--- config.mk ---
export PLATFORM = sky130hd
export DESIGN_NAME = mem_arbiter
export DESIGN_NICKNAME = d
export VERILOG_FILES = /design/src/rtl/mem_arbiter.sv
export SDC_FILE = /design/constraint.sdc
export NUM_CORES = 1
export LEC_CHECK = 0
export CORE_MARGIN = 10
export CORE_UTILIZATION = 35
export DETAILED_ROUTE_END_ITERATION = 7
export PLACE_DENSITY = 0.73
export SLEW_MARGIN = 15
export SYNTH_ARGS = -nofsm -noshare
export SYNTH_HDL_FRONTEND = slang
export SYNTH_SLANG_ARGS = --single-unit
--- constraint.sdc ---
create_clock -name clk -period 2.3 [get_ports clk]
set_input_delay 0.46 -clock clk [delete_from_list [all_inputs] [get_ports clk]]
set_output_delay 0.46 -clock clk [all_outputs]
set_load 0.005 [all_outputs]
--- src/rtl/mem_arbiter.sv ---
// mem_arbiter: round-robin arbiter and wait-state controller sharing one req/ack data memory
// between the CPU data port and a debug/DMA requester, with CPU stall and access timeout.
module mem_arbiter #(
    parameter int TIMEOUT = 255
) (
    input  logic        clk,
    input  logic        reset,
    input  logic        cpu_req,
    input  logic        cpu_we,
    input  logic [31:0] cpu_addr,
    input  logic [31:0] cpu_wdata,
    output logic [31:0] cpu_rdata,
    output logic        cpu_stall,
    input  logic        dbg_req,
    input  logic        dbg_we,
    input  logic [31:0] dbg_addr,
    input  logic [31:0] dbg_wdata,
    output logic [31:0] dbg_rdata,
    output logic        dbg_ack,
    output logic        m_req,
    output logic        m_we,
    output logic [31:0] m_addr,
    output logic [31:0] m_wdata,
    input  logic [31:0] m_rdata,
    input  logic        m_ack,
    output logic        bus_err
);
    localparam logic [1:0] IDLE = 2'd0, BUSY = 2'd1, DONE = 2'd2;
    localparam logic CPU = 1'b0, DBG = 1'b1;

    logic [1:0]  state_q, state_d;
    logic        owner_q, owner_d, last_q, last_d;
    logic [7:0]  cnt_q, cnt_d;
    logic        m_req_q, m_req_d, m_we_q, m_we_d;
    logic [31:0] m_addr_q, m_addr_d, m_wdata_q, m_wdata_d;
    logic [31:0] cpu_rdata_q, cpu_rdata_d, dbg_rdata_q, dbg_rdata_d;
    logic        dbg_ack_q, dbg_ack_d, bus_err_q, bus_err_d;
    logic        grant, timed_out;
    logic [31:0] rd_val;

    // on contention the requester not served last wins; a lone request always wins
    assign grant     = (cpu_req && dbg_req) ? ~last_q : dbg_req;
    assign timed_out = cnt_q == 8'(TIMEOUT);
    assign rd_val    = m_ack ? m_rdata : 32'd0;

    always_comb begin
        state_d     = state_q;
        owner_d     = owner_q;
        last_d      = last_q;
        cnt_d       = cnt_q;
        m_req_d     = m_req_q;
        m_we_d      = m_we_q;
        m_addr_d    = m_addr_q;
        m_wdata_d   = m_wdata_q;
        cpu_rdata_d = cpu_rdata_q;
        dbg_rdata_d = dbg_rdata_q;
        dbg_ack_d   = 1'b0;
        bus_err_d   = 1'b0;
        case (state_q)
            IDLE: if (cpu_req || dbg_req) begin
                owner_d   = grant;
                m_req_d   = 1'b1;
                m_we_d    = grant ? dbg_we : cpu_we;
                m_addr_d  = grant ? dbg_addr : cpu_addr;
                m_wdata_d = grant ? dbg_wdata : cpu_wdata;
                cnt_d     = 8'd0;
                state_d   = BUSY;
            end
            BUSY: if (m_ack || timed_out) begin
                m_req_d   = 1'b0;
                state_d   = DONE;
                dbg_ack_d = owner_q == DBG;
                bus_err_d = ~m_ack;
                if (!m_we_q && owner_q == DBG) dbg_rdata_d = rd_val;
                if (!m_we_q && owner_q == CPU) cpu_rdata_d = rd_val;
            end else begin
                cnt_d = (cnt_q == 8'hFF) ? cnt_q : cnt_q + 8'd1;
            end
            DONE: begin
                last_d  = owner_q;
                state_d = IDLE;
            end
            default: state_d = IDLE;
        endcase
    end

    always_ff @(posedge clk or negedge reset) begin
        if (!reset) begin
            state_q     <= IDLE;
            owner_q     <= CPU;
            last_q      <= DBG;
            cnt_q       <= 8'd0;
            m_req_q     <= 1'b0;
            m_we_q      <= 1'b0;
            m_addr_q    <= 32'd0;
            m_wdata_q   <= 32'd0;
            cpu_rdata_q <= 32'd0;
            dbg_rdata_q <= 32'd0;
            dbg_ack_q   <= 1'b0;
            bus_err_q   <= 1'b0;
        end else begin
            state_q     <= state_d;
            owner_q     <= owner_d;
            last_q      <= last_d;
            cnt_q       <= cnt_d;
            m_req_q     <= m_req_d;
            m_we_q      <= m_we_d;
            m_addr_q    <= m_addr_d;
            m_wdata_q   <= m_wdata_d;
            cpu_rdata_q <= cpu_rdata_d;
            dbg_rdata_q <= dbg_rdata_d;
            dbg_ack_q   <= dbg_ack_d;
            bus_err_q   <= bus_err_d;
        end
    end

    assign cpu_stall = cpu_req & ~(state_q == DONE && owner_q == CPU);
    assign cpu_rdata = cpu_rdata_q;
    assign dbg_rdata = dbg_rdata_q;
    assign dbg_ack   = dbg_ack_q;
    assign bus_err   = bus_err_q;
    assign m_req     = m_req_q;
    assign m_we      = m_we_q;
    assign m_addr    = m_addr_q;
    assign m_wdata   = m_wdata_q;
endmodule
==> out/results.ini, run 1 <==
[clock_tree]
clk_pin_slew_worst_paths_ns=0.06
cts_tree=yes
clk_latency_ns=0.41
cts_root_buf=clkbuf_16
clock_sinks=144
numCtsBuffers=17
ctsLongestPathBuffers=2
htree_levels=4

[finish]
fin_area_sq_mm=0.0100
area_delta_synth_final_pct=63.2
fin_util_pct=58.1
diodes=0
drive_above_1_share_pct=8.31
nets=973
num-fill-cells=1378

[placed_design]
place_area_sq_mm=0.00940
gp_congestion=0.829
place_ws_ns=0.185
dp_hpwl_microns=15400
io_buffer_count=299

[critical_path]
r2r_end=cpu_rdata[12]$_DFFE_PN0P_
reg2reg_depth=6
cp_data_arrival_time_ns=1.73
r2r_start=cnt_q[0]$_DFFE_PN0P_
path_class=flop to output port
cp.required_ns=1.84
path_max_fanout=6
worstSetupEndpointType=output port
regToRegSetupSlack_ns=0.46
cp-start-kind=flop

[route]
via_count=5284
dr.pass1.iters=5
drt_wl_total_microns=20100
drt_iter0_drc=319
ant_nets=0
wl_per_cell_microns=19.3
drc_errors=0
vias_per_cell=5.07

[floorplan]
coreArea_sq_mm=0.0173
ios=300
die_h_microns=153
die_area_sq_mm=0.0233
die_w_microns=153
rows=48
initial_utilization_pct=35.6

[sta]
fmax_mhz=458
fin_crit_sh_pct=95.0
setup_ws_ns=0.114
rsz0062_at_grt=false
maxSlewViolCount=0
slew_headroom_pct=55.4
tightestPinTransition_ns=0.669
finalHoldViolCount=0
tns_ns=0
setup_violations=0
min_period_ns=2.19
finalClockSkew_ns=0.00845

[pwr]
leakagePower_nw=4.26
powerDensity_mw_per_mm2=1240
peakVddDrop_mv=0.609

[logic_synthesis]
yosysWarningCount=0
yosysMostFrequentCell=dfrtp_1
syn_nets=678
synth_area_leaders=dfrtp_1 (58%), mux2i_1 (11%), a32o_1 (10%)
synth-main-ff-cell=dfrtp_1
synth_top_family_by_area=compound AO/OA/AOI/OAI gates
synth_cells=510
synth-edff-count=0
synth-seq-cells=144
synthAdderAreaFrac_pct=0.203
synthTopCellsByCount=dfrtp_1 (143), mux2i_1 (67), nand2_1 (67)
yosys.area_share.simple_pct=7.46
yosysTopAreaCellShare_pct=58.1
synth-compound-area-share_pct=17.8
yosysUniqueCellTypes=39
synthMuxAreaShare_pct=11.3
yosysSeqAreaShare_pct=58.5
synth.largest_area_cell=dfrtp_1
syn_area_sq_mm=0.00616
syn_avg_cell_area_sq_um=12.1
synth-xor-area-share_pct=0
async_flop_share_pct=100

[outcome]
status=completed

[grt]
grt_pass1_wl_microns=32100
grt_usage_pct=16.9
grt_pass1_vias=5592
antenna_found_initial=0
grt_overflow=0
grt_max_degree=99

[min_path]
hold_class=primary input to asynchronous set/reset pin

[run]
maxCapViolations=0

## cells in the final DEF, fill, tap and decap left out, types with 2 or more instances in the layout
cell,count
a21oi_1,3
a32o_1,64
and3_1,4
buf_12,5
buf_4,16
bufinv_16,4
clkbuf_16,17
clkdlybuf4s50_1,297
clkinv_4,3
dfrtp_1,143
inv_1,5
inv_6,5
mux2_2,2
mux2i_1,67
nand2_1,67
nand2_2,2
nand3_1,8
nor2_1,4
nor2b_1,2
nor3_1,3
nor3_4,2
o211ai_1,2
o21ai_0,65
o22ai_1,4
## registers in the layout, summed over array words and instances, names as in the netlist, 2 cells and up
register and count:
m_addr 32, cpu_rdata 32, state_q 2, m_wdata 32, dbg_rdata 32, cnt_q 8
## critical path, cell delays in order, from the launching register on
cell	delay (ns)
dfrtp_1	0.43
nor2b_1	0.18
a21boi_0	0.17
clkdlybuf4s50_1	0.54
## metrics by stage
step	instances	total power [W]	hold slack [ns]
CTS	1043	0.0126	0.472
floorplan	510	0.00638	0.164
global placement	1010	0.00946	0.341
detailed placement	1010	0.00965	0.341
finish	1043	0.0125	0.477
global route	1043	0.0133	0.485
## power by group
part / total, W / internal (W) / switching (W)
logic: 0.00511 / 0.00305 / 0.00206
registers: 0.00441 / 0.00370 / 0.000707
clock network: 0.00294 / 0.00184 / 0.00110
total: 0.0125 / 0.00858 / 0.00387
## worst max path at each step
stage	end	cells past startpoint	slack, ns	start
floorplan	cnt_q[3]$_DFFE_PN0P_	6	0.75	cnt_q[0]$_DFFE_PN0P_
global placement	cpu_stall	3	0.20	cpu_req
detailed placement	cpu_stall	3	0.18	cpu_req
CTS	cpu_stall	3	0.07	state_q[1]$_DFFE_PN0P_
global route	cpu_stall	3	0.005	state_q[1]$_DFFE_PN0P_
finish	cpu_stall	3	0.11	state_q[1]$_DFFE_PN0P_
## cell type report
| cell class | instances | area [sq um] | area share, % |
|---|---|---|---|
| Clock buffer | 18 | 429 | 4.27 |
| Clock inverter | 14 | 203 | 2.02 |
| Inverter | 6 | 22.5 | 0.224 |
| Multi-Input combinational cell | 315 | 2290 | 22.8 |
| Sequential cell | 144 | 3600 | 35.9 |
| Tap cell | 225 | 282 | 2.80 |
| Timing Repair Buffer | 321 | 3220 | 32.0 |
## routing by layer
| metal | vias up | routed length (microns) | track usage, % |
|---|---|---|---|
| li1 | 2485 | - | - |
| met4 | 0 | 237 | 4.59 |
| met5 | - | 0 | 0 |
| met1 | 2532 | 7880 | 19.5 |
| met3 | 15 | 2230 | 8.58 |
| met2 | 252 | 9760 | 27.2 |
## cells by family (layout without fill, tap and decap cells)
family	count (synthesis)	after routing
buf+inv	51	359
mux	69	69
simple gates	99	99
flops	144	144
compound gates	146	146
fa+ha+maj	1	1
## what timing repair did
action / CTS / global route
hold endpoints to repair: 24 / 0
resized for setup: 0 / 0
buffers inserted: 0 / 0
hold buffers: 1 / 0
Power figures use the tool's default switching activity.
==> run 2, diff against run 1 <==
--- a/config.mk
+++ b/config.mk
@@ -8,6 +8,7 @@
 export CORE_MARGIN = 10
 export CORE_UTILIZATION = 35
 export DETAILED_ROUTE_END_ITERATION = 7
+export GPL_ROUTABILITY_DRIVEN = 0
 export PLACE_DENSITY = 0.73
 export SLEW_MARGIN = 15
 export SYNTH_ARGS = -nofsm -noshare
==> results of run 2 <==
Final layout, timing and power as in run 1 (identical DEF).
==> run 3, diff against run 2 <==
--- a/config.mk
+++ b/config.mk
@@ -5,11 +5,12 @@
 export SDC_FILE = /design/constraint.sdc
 export NUM_CORES = 1
 export LEC_CHECK = 0
+export CAP_MARGIN = 5
 export CORE_MARGIN = 10
 export CORE_UTILIZATION = 35
 export DETAILED_ROUTE_END_ITERATION = 7
 export GPL_ROUTABILITY_DRIVEN = 0
-export PLACE_DENSITY = 0.73
+export PLACE_DENSITY = 0.69
 export SLEW_MARGIN = 15
 export SYNTH_ARGS = -nofsm -noshare
 export SYNTH_HDL_FRONTEND = slang
==> constraint.sdc (replaced) <==
create_clock -name clk -period 2.15 [get_ports clk]
set_input_delay 0.43 -clock clk [delete_from_list [all_inputs] [get_ports clk]]
set_output_delay 0.43 -clock clk [all_outputs]
set_load 0.005 [all_outputs]
==> run 3 against run 2 <==
  * Flip-flop and latch count unchanged
  * Cell count about the same
  * Global-route usage grew 0.34 points
  * Worst hold slack got worse by 0.45 ns
  * Non-clock buffer count down 1
  * Routed wire length rose by 2.3%
  * Combinational power increased by 7.6%
  * Final area is essentially flat
  * First-iteration DRC count decreased by 0.31%
  * Largest cell class unchanged
==> out/results.ini, run 3 (synthesis gave the netlist of run 1 again) <==
[outcome]
status=completed

[sta]
min_period_ns=1.98
fmax_mhz=506
setup_violations=0  ; unchanged
fin_crit_sh_pct=91.9
maxSlewViolCount=0  ; unchanged
finalClockSkew_ns=0.00704  ; -0.00141 ns
finalHoldViolCount=0  ; unchanged
tns_ns=0  ; unchanged
slew_headroom_pct=54.5  ; -0.87 points
tightestPinTransition_ns=0.682  ; +0.0130 ns
hold_ws_ns=0.0288  ; -0.448 ns
rsz0062_at_grt=false

[critical_path]
cpPeakStageDelay_ns=0.62  ; +0.08 ns
cp_data_arrival_time_ns=1.55  ; -0.18 ns
critPathSlowestCell=clkdlybuf4s50_1
worstSetupEndpointType=output port
path_max_fanout=4  ; -2
critical_path_buf_inv_count=1  ; unchanged
crit_chain=clkdlybuf4s50_1
crit_family=buffers and inverters
cp-start-kind=flop
cp.required_ns=1.72  ; -0.12 ns
path_class=flop to output port

[pwr]
peakVddDrop_mv=0.591  ; -2.9%
power.switching_w=0.00415  ; +7.2%
combPwrFrac_pct=41.0  ; about the same
swShare_pct=31.0  ; -0.12 points
seqPwrFrac_pct=35.3  ; about the same
leakagePower_nw=4.25  ; -0.12%
power.internal_w=0.00925  ; +7.8%
powerDensity_mw_per_mm2=1330  ; +7.5%
p_total_w=0.0134  ; +7.6%
p_clk_share_pct=23.6  ; about the same

[floorplan]
coreArea_sq_mm=0.0173  ; unchanged
ios=300  ; unchanged
die_area_sq_mm=0.0233  ; unchanged
initial_utilization_pct=35.6  ; unchanged
rows=48  ; unchanged
die_w_microns=153  ; unchanged
die_h_microns=153  ; unchanged

[route]
drt_iter0_drc=318  ; -0.31%
ant_nets=0  ; unchanged
drt_wl_total_microns=20600  ; +2.3%
drc_errors=0  ; unchanged
via_count=5265  ; -0.36%
vias_per_cell=5.05  ; -0.26%
dr.pass1.iters=4  ; -1
wl_per_cell_microns=19.7  ; +2.4%

[finish]
final_cell_mix=clkdlybuf4s50_1 (296), dfrtp_1 (143), mux2i_1 (67), nand2_1 (67), o21ai_0 (65)
diodes=0  ; unchanged
stdcell_count=1042  ; -0.096%
area_delta_synth_final_pct=63.3  ; about the same
drive_above_1_share_pct=8.32  ; +0.010 points
final_common_cell=clkdlybuf4s50_1
nets=972  ; -0.10%

[grt]
met3_usage_pct=8.30  ; -0.28 points
grt_overflow=0  ; unchanged
antenna_found_initial=1  ; +1
top_usage_layer=met2
grt_max_degree=93  ; -6.1%
grt.met1_usage_pct=20.5  ; +1.0 points
grt_pass1_vias=5639  ; +0.84%
grt_pass1_wl_microns=32500  ; +1.4%
grt_usage_pct=17.3  ; +0.34 points
gr-usage-met2_pct=27.4  ; +0.21 points

[clock_tree]
cts_root_buf=clkbuf_16
ctsLongestPathBuffers=2  ; unchanged
clk_pin_slew_worst_paths_ns=0.06  ; about the same
postCtsSetupBuffers=0  ; unchanged
htree_levels=4  ; unchanged
clk_latency_ns=0.41  ; about the same
numCtsBuffers=17  ; unchanged
clock_sinks=144  ; unchanged
cts_tree=yes

[placed_design]
placed_cells=1010  ; unchanged
io_buffer_count=299  ; unchanged
dp_hpwl_microns=15600  ; +1.0%

[run]
maxCapViolations=0  ; unchanged

[min_path]
hold_class=primary input to asynchronous set/reset pin

[run 3: cell type report]
type                    instances  area [sq um]
multi-input cells             315          2290
repair buffers                320          3220
fillers                      1402          7240
inverters                       6          22.5
well taps                     225           282
flip-flops and latches        144          3600
clock inverters                12           181
clock buffers                  20           457
[run 3: layer usage]
metal  part of all wire (%)  up-vias
met4                    1.6        0
met3                    9.9       24
met1                     41     2522
li1                       -     2484
met5                      0        -
met2                     48      235
[run 3: power by group through the flow]
stage                     sequential, W  combinational [W]  clock, W
final                           0.00473            0.00550   0.00316
after global routing            0.00490            0.00601   0.00336
after CTS                       0.00475            0.00561   0.00322
after detailed placement        0.00477            0.00560         0
after global placement          0.00471            0.00550         0
after floorplan                 0.00474            0.00208         0
[run 3: per-stage QoR]
step	utilization [%]	setup slack, ns	cell area [sq um]
after floorplan	-	0.597	6160
after detailed placement	54.4	0.0841	9420
final	58.1	0.174	10100
after global routing	58.1	0.102	10100
after global placement	54.4	0.0913	9420
after CTS	58.1	0.157	10100
[run 3: path summary, 6_finish.rpt]
kind | startpoint | to | slack [ns] | cells after the start
min reg2reg | m_wdata[11]$_DFFE_PN0P_ | m_wdata[11]$_DFFE_PN0P_ | 0.47 | 2
max reg2reg | cnt_q[1]$_DFFE_PN0P_ | dbg_rdata[1]$_DFFE_PN0P_ | 0.33 | 6
max | m_we$_DFFE_PN0P_ | m_we | 0.17 | 1
min | reset | bus_err$_DFF_PN0_ | 0.03 | 2
min in group clk | m_wdata[11]$_DFFE_PN0P_ | m_wdata[11]$_DFFE_PN0P_ | 0.47 | 2
max in group asynchronous | reset | m_addr[24]$_DFFE_PN0P_ | 1.54 | 2
[run 3: what timing repair did]
| action | 4_1_cts | 5_1_grt |
|---|---|---|
| hold buffers | 0 | 0 |
| gates resized for setup | 1 | 0 |
| setup endpoints to repair | 1 | 0 |
